[src/rtl/ascon_tag_check.sv]
// ascon_tag_check
// ----------------------------------------------------------------------------
// Decryption-side tag verifier for ASCON-AEAD128.
//
// Operation:
//   - On start the computed tag is latched.
//   - The received tag is then streamed in, most-significant word first.
//   - Every word is XORed against the matching slice of the latched tag, and
//     the difference is OR-accumulated.
//   - All N = 128/WORD_W words are always consumed, with no early exit, so
//     the time to a verdict does not depend on the data.
//   - The verdict appears in the single RESULT cycle, together with done_o.
//
// Parameters:
//   WORD_W       received-tag word width, 32 or 64
//
// Ports:
//   clock_i      rising-edge clock
//   resetb_i     asynchronous active-low reset
//   start_i      start pulse; tag_calc_i is sampled when it is accepted (IDLE)
//   abort_i      synchronous abort back to IDLE (highest priority)
//   tag_calc_i   128-bit computed tag
//   tag_word_i   received tag word
//   tag_valid_i  tag_word_i valid
//   tag_ready_o  word accepted this cycle when valid (COLLECT)
//   busy_o       high in COLLECT and RESULT
//   done_o       one-cycle verdict strobe
//   auth_ok_o    1 = tags matched; held until the next start or abort
//   fail_cnt_o   saturating count of failed verifications
//
// Optional feature:
//   Defining ASCON_TAG_MISMATCH_CNT_EN builds the failure counter.
//   Without it, fail_cnt_o is tied to zero.
// ----------------------------------------------------------------------------
module ascon_tag_check #(
    parameter int WORD_W = 32
) (
    input  logic              clock_i,
    input  logic              resetb_i,
    input  logic              start_i,
    input  logic              abort_i,
    input  logic [127:0]      tag_calc_i,
    input  logic [WORD_W-1:0] tag_word_i,
    input  logic              tag_valid_i,
    output logic              tag_ready_o,
    output logic              busy_o,
    output logic              done_o,
    output logic              auth_ok_o,
    output logic [7:0]        fail_cnt_o
);

    localparam int N     = 128 / WORD_W;
    localparam int CNT_W = (N > 2) ? $clog2(N) : 1;
    localparam logic [CNT_W-1:0] LAST_IDX = CNT_W'(N - 1);

    typedef enum logic [1:0] {
        ST_IDLE    = 2'd0,
        ST_COLLECT = 2'd1,
        ST_RESULT  = 2'd2
    } state_t;

    state_t             state_r;
    state_t             state_nxt_s;
    logic [127:0]       tag_r;
    logic [127:0]       diff_r;
    logic [127:0]       diff_upd_s;
    logic [CNT_W-1:0]   cnt_r;
    logic               auth_ok_r;
    logic               ready_r;
    logic               busy_r;
    logic               done_r;
    logic               ready_nxt_s;
    logic               busy_nxt_s;
    logic               done_nxt_s;
    logic               accept_s;
    logic               last_s;
    logic               start_acc_s;
    logic               verdict_s;

    // A word in the same cycle as abort is never taken.
    assign accept_s    = (state_r == ST_COLLECT) && tag_valid_i && !abort_i;
    assign last_s      = accept_s && (cnt_r == LAST_IDX);
    assign start_acc_s = (state_r == ST_IDLE) && start_i && !abort_i;
    // Verdict includes the final word's contribution (diff_upd_s, not diff_r).
    assign verdict_s   = (diff_upd_s == 128'd0);

    // Difference accumulator: OR the XOR of the current word into slice cnt_r.
    always_comb begin
        diff_upd_s = diff_r;
        for (int k = 0; k < N; k++) begin
            if (cnt_r == CNT_W'(k)) begin
                diff_upd_s[127-k*WORD_W -: WORD_W] = diff_r[127-k*WORD_W -: WORD_W]
                    | (tag_word_i ^ tag_r[127-k*WORD_W -: WORD_W]);
            end else begin
                diff_upd_s[127-k*WORD_W -: WORD_W] = diff_r[127-k*WORD_W -: WORD_W];
            end
        end
    end

    // FSM state register.
    always_ff @(posedge clock_i or negedge resetb_i) begin
        if (!resetb_i) begin
            state_r <= ST_IDLE;
        end else begin
            state_r <= state_nxt_s;
        end
    end

    // FSM next-state logic; abort overrides every transition.
    always_comb begin
        state_nxt_s = state_r;
        if (abort_i) begin
            state_nxt_s = ST_IDLE;
        end else begin
            case (state_r)
                ST_IDLE: begin
                    if (start_i) begin
                        state_nxt_s = ST_COLLECT;
                    end else begin
                        state_nxt_s = ST_IDLE;
                    end
                end
                ST_COLLECT: begin
                    if (last_s) begin
                        state_nxt_s = ST_RESULT;
                    end else begin
                        state_nxt_s = ST_COLLECT;
                    end
                end
                ST_RESULT: state_nxt_s = ST_IDLE;
                default:   state_nxt_s = ST_IDLE;
            endcase
        end
    end

    // FSM output decode from the next state, so the flops below present
    // each output in the same cycle as the state it belongs to.
    always_comb begin
        ready_nxt_s = 1'b0;
        busy_nxt_s  = 1'b0;
        done_nxt_s  = 1'b0;
        case (state_nxt_s)
            ST_IDLE: begin
                ready_nxt_s = 1'b0;
                busy_nxt_s  = 1'b0;
                done_nxt_s  = 1'b0;
            end
            ST_COLLECT: begin
                ready_nxt_s = 1'b1;
                busy_nxt_s  = 1'b1;
                done_nxt_s  = 1'b0;
            end
            ST_RESULT: begin
                ready_nxt_s = 1'b0;
                busy_nxt_s  = 1'b1;
                done_nxt_s  = 1'b1;
            end
            default: begin
                ready_nxt_s = 1'b0;
                busy_nxt_s  = 1'b0;
                done_nxt_s  = 1'b0;
            end
        endcase
    end

    // Registered handshake/status outputs.
    always_ff @(posedge clock_i or negedge resetb_i) begin
        if (!resetb_i) begin
            ready_r <= 1'b0;
            busy_r  <= 1'b0;
            done_r  <= 1'b0;
        end else begin
            ready_r <= ready_nxt_s;
            busy_r  <= busy_nxt_s;
            done_r  <= done_nxt_s;
        end
    end

    // Tag latch, difference accumulator, word counter and verdict.
    always_ff @(posedge clock_i or negedge resetb_i) begin
        if (!resetb_i) begin
            tag_r     <= 128'd0;
            diff_r    <= 128'd0;
            cnt_r     <= '0;
            auth_ok_r <= 1'b0;
        end else if (abort_i) begin
            diff_r    <= 128'd0;
            cnt_r     <= '0;
            auth_ok_r <= 1'b0;
        end else if (start_acc_s) begin
            tag_r     <= tag_calc_i;
            diff_r    <= 128'd0;
            cnt_r     <= '0;
            auth_ok_r <= 1'b0;
        end else if (accept_s) begin
            diff_r <= diff_upd_s;
            cnt_r  <= cnt_r + CNT_W'(1);
            if (last_s) begin
                auth_ok_r <= verdict_s;
            end
        end
    end

`ifdef ASCON_TAG_MISMATCH_CNT_EN
    logic [7:0] fail_cnt_r;

    // Saturating failure counter, bumped together with a failing verdict.
    always_ff @(posedge clock_i or negedge resetb_i) begin
        if (!resetb_i) begin
            fail_cnt_r <= 8'h00;
        end else if (last_s && !verdict_s && (fail_cnt_r != 8'hFF)) begin
            fail_cnt_r <= fail_cnt_r + 8'h01;
        end
    end

    assign fail_cnt_o = fail_cnt_r;
`else
    assign fail_cnt_o = 8'h00;
`endif

    assign tag_ready_o = ready_r;
    assign busy_o      = busy_r;
    assign done_o      = done_r;
    assign auth_ok_o   = auth_ok_r;

endmodule

[config.mk]
export PLATFORM = sky130hd
export DESIGN_NAME = ascon_tag_check
export DESIGN_NICKNAME = d
export VERILOG_FILES = /design/src/rtl/ascon_tag_check.sv
export SDC_FILE = /design/constraint.sdc
export NUM_CORES = 1
export LEC_CHECK = 0
export ABC_AREA = 1
export CELL_PAD_IN_SITES_DETAIL_PLACEMENT = 1
export CELL_PAD_IN_SITES_GLOBAL_PLACEMENT = 2
export CORE_ASPECT_RATIO = 1.4
export CORE_UTILIZATION = 34
export CTS_CLUSTER_DIAMETER = 30
export DETAILED_ROUTE_END_ITERATION = 7
export MAX_ROUTING_LAYER = met4
export PLACE_DENSITY_LB_ADDON = 0.1
export SETUP_SLACK_MARGIN = 0.02
export SYNTH_ARGS = -nofsm -noshare
export SYNTH_HDL_FRONTEND = slang
export SYNTH_SLANG_ARGS = --single-unit
[constraint.sdc]
create_clock -name clock_i -period 3.6 [get_ports clock_i]
set_input_delay 0.36 -clock clock_i [delete_from_list [all_inputs] [get_ports clock_i]]
set_output_delay 0.36 -clock clock_i [all_outputs]
set_load 0.005 [all_outputs]
# [Word level (Yosys, flattened, before mapping)]
# Index checks and enable logic that the tools add are counted.
[totals] register_bits=264
[op_classes] addsub=1 n_eq_ne=6 muxes=21 bitwise_logic=9 reduce_logical=14
[op_table] operator="$mux W128" count=3
[op_table] operator="$logic_not A128 Y1" count=1
[op_table] operator="$mux W32" count=4
[op_table] operator="$or A32 B32 Y32" count=4
[op_table] operator="$xor A32 B32 Y32" count=4
[op_table] operator="$mux W2" count=5
[op_table] operator="$mux W1" count=8
[op_table] operator="$eq A2 B1 Y1 const B" count=3
[op_table] operator="$eq A2 B2 Y1 const B" count=3
[op_table] operator="$reduce_bool A3 Y1" count=2
[op_table] operator="$logic_and A1 B1 Y1" count=5
[op_table] operator="$logic_not A2 Y1" count=2
[op_table] operator="$pmux W2 S2" count=1
[op_table] operator="$reduce_and A2 Y1" count=2
[op_table] operator="$add A2 B1 Y2 const B" count=1
[op_table] operator="$reduce_or A2 Y1" count=1
[op_table] operator="$logic_not A1 Y1" count=1
[op_table] operator="$not A1 Y1" count=1

# [Logic depth before layout (Yosys ltp)]
# Gate-level depths: netlist of the first run.
[depth] depth_word=10 ltp_mapped=14 ltp_nobuf=13

# [Worst setup path before layout of the first run]
# Ideal clock, no wire load.
[synth_timing] path_kind="reg2reg" start="register cnt_r[0]" end="register auth_ok_r, in the netlist auth_ok_o" setup_ns=0.065 t_arrival_ns=1.525 setup_slack_ns=2.011 stages_incl_launch_ff=15 n_path_buf=1 period_less_slack_ns=1.589 path_cell_list="dfrtp_1 -> inv_1 -> ha_1 -> inv_4 -> buf_6 -> nor2_1 -> nand2_1 -> nand2_1 -> nor2_1 -> nand2_1 -> nor2_1 -> nand2_1 -> nor2_1 -> nand3_1 -> nand2_1"
[synth_via] elab_chain_cells=7 word_cells_on_any_way=16 cone_classes="eq/ne (3); mux (8); reduce/logical (5)"
[synth_lines] item="start, declared" line="67" source="logic [CNT_W-1:0] cnt_r;"
[synth_lines] item="start signal, assigned" line="197" source="cnt_r <= cnt_r + CNT_W'(1);"
[synth_lines] item="$eq A2 B2 Y1 (tied with other cells)" line="82, 91"
[synth_lines] item="$mux W32" line="91" source="if (cnt_r == CNT_W'(k)) begin"
[synth_lines] item="$logic_not A128 Y1" line="85" source="assign verdict_s = (diff_upd_s == 128'd0);"
[synth_lines] item="$mux W1" line="198" source="if (last_s) begin"
[synth_lines] item="$mux W1" line="195" source="end else if (accept_s) begin"
[synth_lines] item="$mux W1" line="190" source="end else if (start_acc_s) begin"
[synth_lines] item="$mux W1" line="186" source="end else if (abort_i) begin"
[synth_lines] item="end signal, assigned" line="199" source="auth_ok_r <= verdict_s;"
[synth_lines] item="end, declared" line="68" source="logic auth_ok_r;"
# Parallel ways exist; a longest one is shown, timed or not. The select of a mux whose other input is x is not followed.
# A chain may end at the register's enable or synchronous reset.

# [Final worst setup path of the first run]
# Same ends and word-level chain as after synthesis.

==> key figures, run 1 <==
Power
  • Clock share of power: 57.0%
  • Int Power: 8.345 mW
  • VDD IR max: 0.3007 mV
  • Switching Share: 25.49%
  • Comb pwr share: 12.0%
  • Static Leak: 8.652 nW
  • Pwr/cell area: 636.7 mW/mm^2
  • Psw: 2.856 mW
  • Sequential power share: 31.0%
  • Tot Pwr: 11.20 mW

Logic synthesis
  • Synth top cells by count: 568 x nand2_1, 358 x nor2_1, 264 x dfrtp_1
  • Asr flop ratio synth: 100.0%
  • Synthesis Warnings: 0
  • Cells after synthesis: 1809
  • Number of synthesized flops with an enable pin: 0
  • Distinct cells, synth: 24
  • FF+latch count, synth: 264
  • Synth area leader: dfrtp_1
  • Syn_area_per_cell: 7.215 sq um
  • Synthesized area: 0.01305 sq mm
  • Sequential share of the synthesized area: 50.62%
  • Most common cell in the netlist: nand2_1
  • Top cell type's share of synthesized area: 50.62%
  • Top cells by area, synth: dfrtp_1 51%, nand2_1 16%, nor2_1 10%
  • Primary FF master, synth: dfrtp_1

Timing
  • Finish-stage setup viols: 0
  • Actual slew at the worst max-slew pin: 1075 ps
  • Fin crit share: 68.58%
  • Slew headroom: 28.23%
  • Skew final: 10.59 ps
  • Setup TNS: 0 ps
  • Slew Limit Fails: 0
  • Tmin final: 2469 ps
  • Final Hold Fails: 0
  • Fmax: 405.1 MHz
  • Final Worst Setup Slack: 1131 ps
  • RSZ-0062 raised after global routing: false

Clocking
  • CTS tree: yes
  • Clk buf depth: 3
  • CTS Buf Count: 69
  • Resized Gates After CTS: 0
  • Worst-Skew Late Latency: 560 ps
  • Max H-tree Level: 3
  • # Post-CTS Setup Buffers: 0
  • Worst-path clk slew: 40 ps
  • Sink Count: 264
  • Root Buffer: clkbuf_16

Global route
  • Vias in the first global route: 13360
  • Initial antenna violation count: 0
  • Grt total ovfl: 0
  • Largest net degree at the start of global routing: 122
  • First-pass GRT wire length: 74750 um
  • Total Routing Usage GR: 26.01%

Place
  • PortBufs: 168
  • DP HPWL: 33650 um
  • Routability cong.: 0.8307
  • Area post-placement: 0.01518 sq mm
  • Pre-CTS setup slack: 1057 ps

Layout
  • Share of cells above drive strength 1: 7.174%
  • ANT cells: 0
  • Final instance area: 0.01759 sq mm
  • Layout net count: 2169
  • P&R area growth vs syn: 34.78%
  • Number of fill cells in the layout: 4593

Floorplanning
  • Initial Util: 34.59%
  • Die Y: 233.8 um
  • # rows: 84
  • I/O Pins: 177
  • Core area: 0.03773 sq mm
  • Die area: 0.03918 sq mm
  • Die X-Extent: 167.6 um

Critical path
  • CP max stage cell: dfrtp_1
  • Worst reg2reg startpoint: cnt_r[0]
  • Cell Chain, Critical Path: inv_1 > ha_1 > buf_4 > inv_4 > a21oi_1 > o21ai_0 > nand2_1 > nor2_1 > nand2_1 > nor2_1 > nand2_1 > nor2_1 > nand3_1 > nand2_1
  • Crit path DAT: 2970 ps
  • Worst path most repeated cell: nand2_1
  • CP required: 4100 ps
  • Crit-path max cell delay: 380 ps
  • Critical Path Sink Type: flip-flop
  • Crit Path Max Fanout: 19
  • Worst reg-to-reg path cell count: 14
  • WS Path Type: flip-flop to flip-flop
  • RR Endpoint: auth_ok_o
  • Flop2flop setup slack: 1130 ps
  • CP Launch Type: flip-flop

Worst hold path
  • Worst hold endpoint: tag_r[120]
  • HP Class: primary input to flip-flop
  • HP Start: tag_calc_i[120]
  • Worst hold stages: 3

Status
  • Status: completed

Route
  • Total Routed Length: 47280 um
  • Drc violations: 0
  • First-pass detailed-route iteration total: 5
  • Vias/cell: 4.837
  • Routed Antenna Nets: 0
  • Wire per inst: 18.75 um
  • Drt first-iter violations: 585
  • Detailed-route via count: 12200

Flow run
  • Total of max-cap violations: 0
## kinds of logic (layout without fill, tap and decap cells)
logic type,after synthesis,count (layout),synth area share [%]
other,1,8,0.02873
adder cells (fa/ha/maj),6,6,0.5752
AO/OA/AOI/OAI,229,229,9.002
AND/OR/NAND/NOR,1045,1045,31.36
buffers and inverters,264,497,8.417
flip-flops,264,264,50.62
## through the flow
stage	std cells	hold WS [ps]	util, %
2_1_floorplan	1816	64.41	-
3_3_place_gp	2399	462.3	40.24
3_5_place_dp	2399	454.0	40.24
4_1_cts	2522	319.1	46.62
5_1_grt	2522	361.0	46.62
6_report	2522	338.8	46.62
## sequential cells by signal, summed over array words and instances, names as in the netlist
signal and count:
state_r 2, tag_ready_o 1, auth_ok_o 1, tag_r 128
diff_r 128, busy_o 1, cnt_r 2, done_o 1
## repair_timing
action | CTS | global route
endpoints found under the setup margin | 0 | 0
hold buffers | 1 | 0
hold endpoints to repair | 90 | 0
## cell type report
cell class,count,area [sq um],share of cell area (%)
Sequential cell,264,6606,37.56
Multi-Input combinational cell,1288,5385,30.61
Clock buffer,102,2046,11.63
Timing Repair Buffer,186,1899,10.80
Inverter,189,711.9,4.047
Tap cell,473,591.8,3.364
Clock inverter,20,350.3,1.992
## power by group through the flow
stage                     logic [mW]  registers [mW]  clock network (mW)
after global placement          1.34            3.50                   0
after detailed placement        1.36            3.51                   0
after CTS                       1.38            3.47                6.49
after global routing            1.53            3.51                6.63
after floorplan                0.754            3.45                   0
final                           1.34            3.47                6.39
## metal layers
layer  vias to the layer above  GRT usage [%]  wire (um)
met5                         -              -          0
met1                      5899          29.83      20060
met2                       244          44.71      23640
li1                       5962              -          -
met3                        95          3.696       1597
met4                         0          12.59       1969
## layout by cell type, fill, tap and decap left out
cell type | netlist | routed
inv_4 | 1 | 1
or2_2 | 12 | 12
a21oi_1 | 62 | 62
dlygate4sd3_1 | 0 | 1
nor2_1 | 358 | 357
nor2_4 | 0 | 1
buf_12 | 0 | 6
a31oi_1 | 13 | 13
nand2_1 | 568 | 566
o21ai_0 | 144 | 144
a21oi_2 | 2 | 2
nand2_2 | 4 | 6
nand3_1 | 101 | 101
nor2_2 | 1 | 1
ha_1 | 6 | 6
o21ai_1 | 7 | 7
clkbuf_1 | 24 | 18
a32o_1 | 1 | 1
clkdlybuf4s50_1 | 0 | 167
nor3_1 | 1 | 1
clkinv_2 | 0 | 10
buf_8 | 0 | 1
dfrtp_1 | 264 | 264
clkbuf_16 | 0 | 73
buf_4 | 10 | 11
conb_1 | 1 | 8
inv_1 | 186 | 186
bufinv_16 | 0 | 10
clkbuf_8 | 0 | 11
inv_2 | 2 | 2
## worst max-delay path, delay by kind of cell (launching register included)
family	cells	cell delay, ps
AO/OA/AOI/OAI	2	200
adder cells (fa/ha/maj)	1	200
buffers and inverters	3	650
flip-flops	1	380
AND/OR/NAND/NOR	8	980
## worst max path at each step
stage | from | end | slack (ps) | cells past startpoint
CTS | cnt_r[0] | auth_ok_o | 1070 | 14
floorplan | cnt_r[0] | auth_ok_o | 2010 | 14
detailed placement | tag_word_i[16] | auth_ok_o | 1060 | 11
finish | cnt_r[0] | auth_ok_o | 1130 | 14
global route | cnt_r[0] | auth_ok_o | 970 | 14
global placement | tag_word_i[6] | auth_ok_o | 1110 | 12
No activity file was read; power rests on OpenSTA's default activity.
==> inputs of run 2 (changes only) <==
CORE_UTILIZATION = 28   (was 34)
clock period = 2.2 ns   (was 3.6 ns; I/O delays follow)
==> key figures, run 2 (synthesized netlist as in run 1, its figures left out) <==
Global route
  • First-pass GRT wire length: 77960 um
  • Global Route met3 Usage: 3.722%
  • Routing usage on met1: 26.15%
  • GR Layer Usage met2: 39.72%
  • Top Usage Layer GRT: met2
  • Vias in the first global route: 13430
  • Total Routing Usage GR: 22.78%
  • Grt total ovfl: 0
  • Initial antenna violation count: 0
  • Largest net degree at the start of global routing: 73

Route
  • Total Routed Length: 50660 um
  • Routed Antenna Nets: 0
  • Wire per inst: 18.34 um
  • Drt first-iter violations: 508
  • Drc violations: 0
  • First-pass detailed-route iteration total: 4
  • Vias/cell: 4.527
  • Detailed-route via count: 12510

Clocking
  • Clk buf depth: 3
  • Worst-Skew Late Latency: 600 ps
  • Max H-tree Level: 3
  • Worst-path clk slew: 40 ps
  • Root Buffer: clkbuf_16
  • CTS Buf Count: 73
  • CTS tree: yes
  • Sink Count: 264

Floorplanning
  • Die area: 0.04749 sq mm
  • Initial Util: 28.40%
  • Die X-Extent: 184.5 um
  • Die Y: 257.5 um
  • I/O Pins: 177
  • Core area: 0.04596 sq mm
  • # rows: 93

Critical path
  • CP Launch Type: flip-flop
  • CP required: 2710 ps
  • Crit Path Max Fanout: 11
  • Worst reg-to-reg path cell count: 12
  • CP top delay family: simple AND/OR/NAND/NOR gates
  • Worst path most repeated cell: nand2_1
  • WS Path Type: flip-flop to flip-flop
  • Worst reg2reg startpoint: cnt_r[0]
  • Critical Path Sink Type: flip-flop
  • Cell Chain, Critical Path: ha_1 > buf_6 > nand3_1 > nand2_1 > nor2_1 > nand2_1 > nor2_1 > nand2_1 > nor2_2 > buf_4 > nand3_1 > nand2_1
  • CP max stage cell: dfrtp_2
  • Critical path startpoint: cnt_r[0]
  • CP bufs+invs: 2
  • Worst path depth: 12
  • Crit path DAT: 2570 ps
  • Flop2flop setup slack: 140 ps
  • Crit-path max cell delay: 440 ps

Place
  • Dpl cells: 2624
  • Routability cong.: 0.7890
  • PortBufs: 168
  • DP HPWL: 37020 um

Timing
  • Fin crit share: 93.44%
  • Tmin final: 2056 ps
  • Fmax: 486.5 MHz
  • Actual slew at the worst max-slew pin: 845.9 ps
  • Final Hold Fails: 0
  • Slew headroom: 43.60%
  • Setup TNS: 0 ps
  • Slew Limit Fails: 0
  • Finish-stage setup viols: 0
  • Hold_ws: 152.7 ps
  • Skew final: 23.79 ps
  • RSZ-0062 raised after global routing: false

Power
  • Pwr/cell area: 1035 mW/mm^2
  • Static Leak: 9.268 nW
  • VDD IR max: 0.5419 mV

Layout
  • ANT cells: 0
  • P&R area growth vs syn: 45.66%
  • Layout net count: 2256
  • Layout Cells excl Fill: 2763
  • Biggest regs: diff_r x128, tag_r x128
  • Most frequent cells in the layout: 563 x nand2_1, 348 x nor2_1, 263 x dfrtp_1
  • Commonest non-fill, non-tap cell in the layout: nand2_1
  • Share of cells above drive strength 1: 13.28%

Status
  • Status: completed

Worst hold path
  • HP Class: primary input to asynchronous set/reset pin

Flow run
  • Total of max-cap violations: 0
==> run 2: cell count changes in the layout (fill, tap and decap cells not counted), sizes merged <==
cell,previous run,this run
buf,18,100
bufbuf,0,1
bufinv,10,15
clkbuf,102,90
clkinv,10,24
clkinvlp,0,5
inv,189,191
==> run 2: final cells by class <==
type                       count  area [sq um]
multi-input combinational   1288          5525
tap                          617         772.0
clock buffer                  90          2023
inverter                     189         724.4
clock inverter                46         666.9
timing repair buffer         269          2691
fill                        5520         26950
sequential                   264          6608
==> run 2: final timing paths <==
| check | to |
|---|---|
| max | auth_ok_o |
| min | tag_r[116] |
| max reg2reg | auth_ok_o |
| min reg2reg | diff_r[14] |
| max in group asynchronous | diff_r[71] |
| min in group clock_i | tag_r[84] |
==> run 2: per-layer routing <==
metal,vias to the layer above,routed length [um]
met3,72,1672
met5,-,0
li1,6141,-
met2,220,26370
met4,0,1131
met1,6075,21490
==> run 2: per-stage QoR <==
stage	utilization, %	area, sq um	worst slack, ps	power, mW
floorplan	-	13080	610.6	6.879
global placement	35.02	16100	-68.74	8.056
detailed placement	35.02	16100	-65.64	8.115
CTS	41.05	18870	29.74	19.93
global route	41.36	19010	21.09	20.54
finish	41.36	19010	144.4	19.68
==> run 2: timing repair <==
item / CTS / global route
buffers inserted: 0 / 1
gates resized for setup: 11 / 34
gates cloned: 1 / 0
endpoints found under the hold margin: 55 / 0
hold buffers: 1 / 0
pin swaps: 0 / 2
endpoints found under the setup margin: 1 / 1
==> run 2: report_power, final <==
part           internal, mW  switching (mW)
combinational         0.950            1.43
clock                  8.26            3.35
sequential             5.37           0.327
==> inputs of run 3 (changes only) <==
TNS_END_PERCENT = 30   (was not set)
==> results of run 3 <==
Final layout, timing and power as in run 2 (identical DEF).
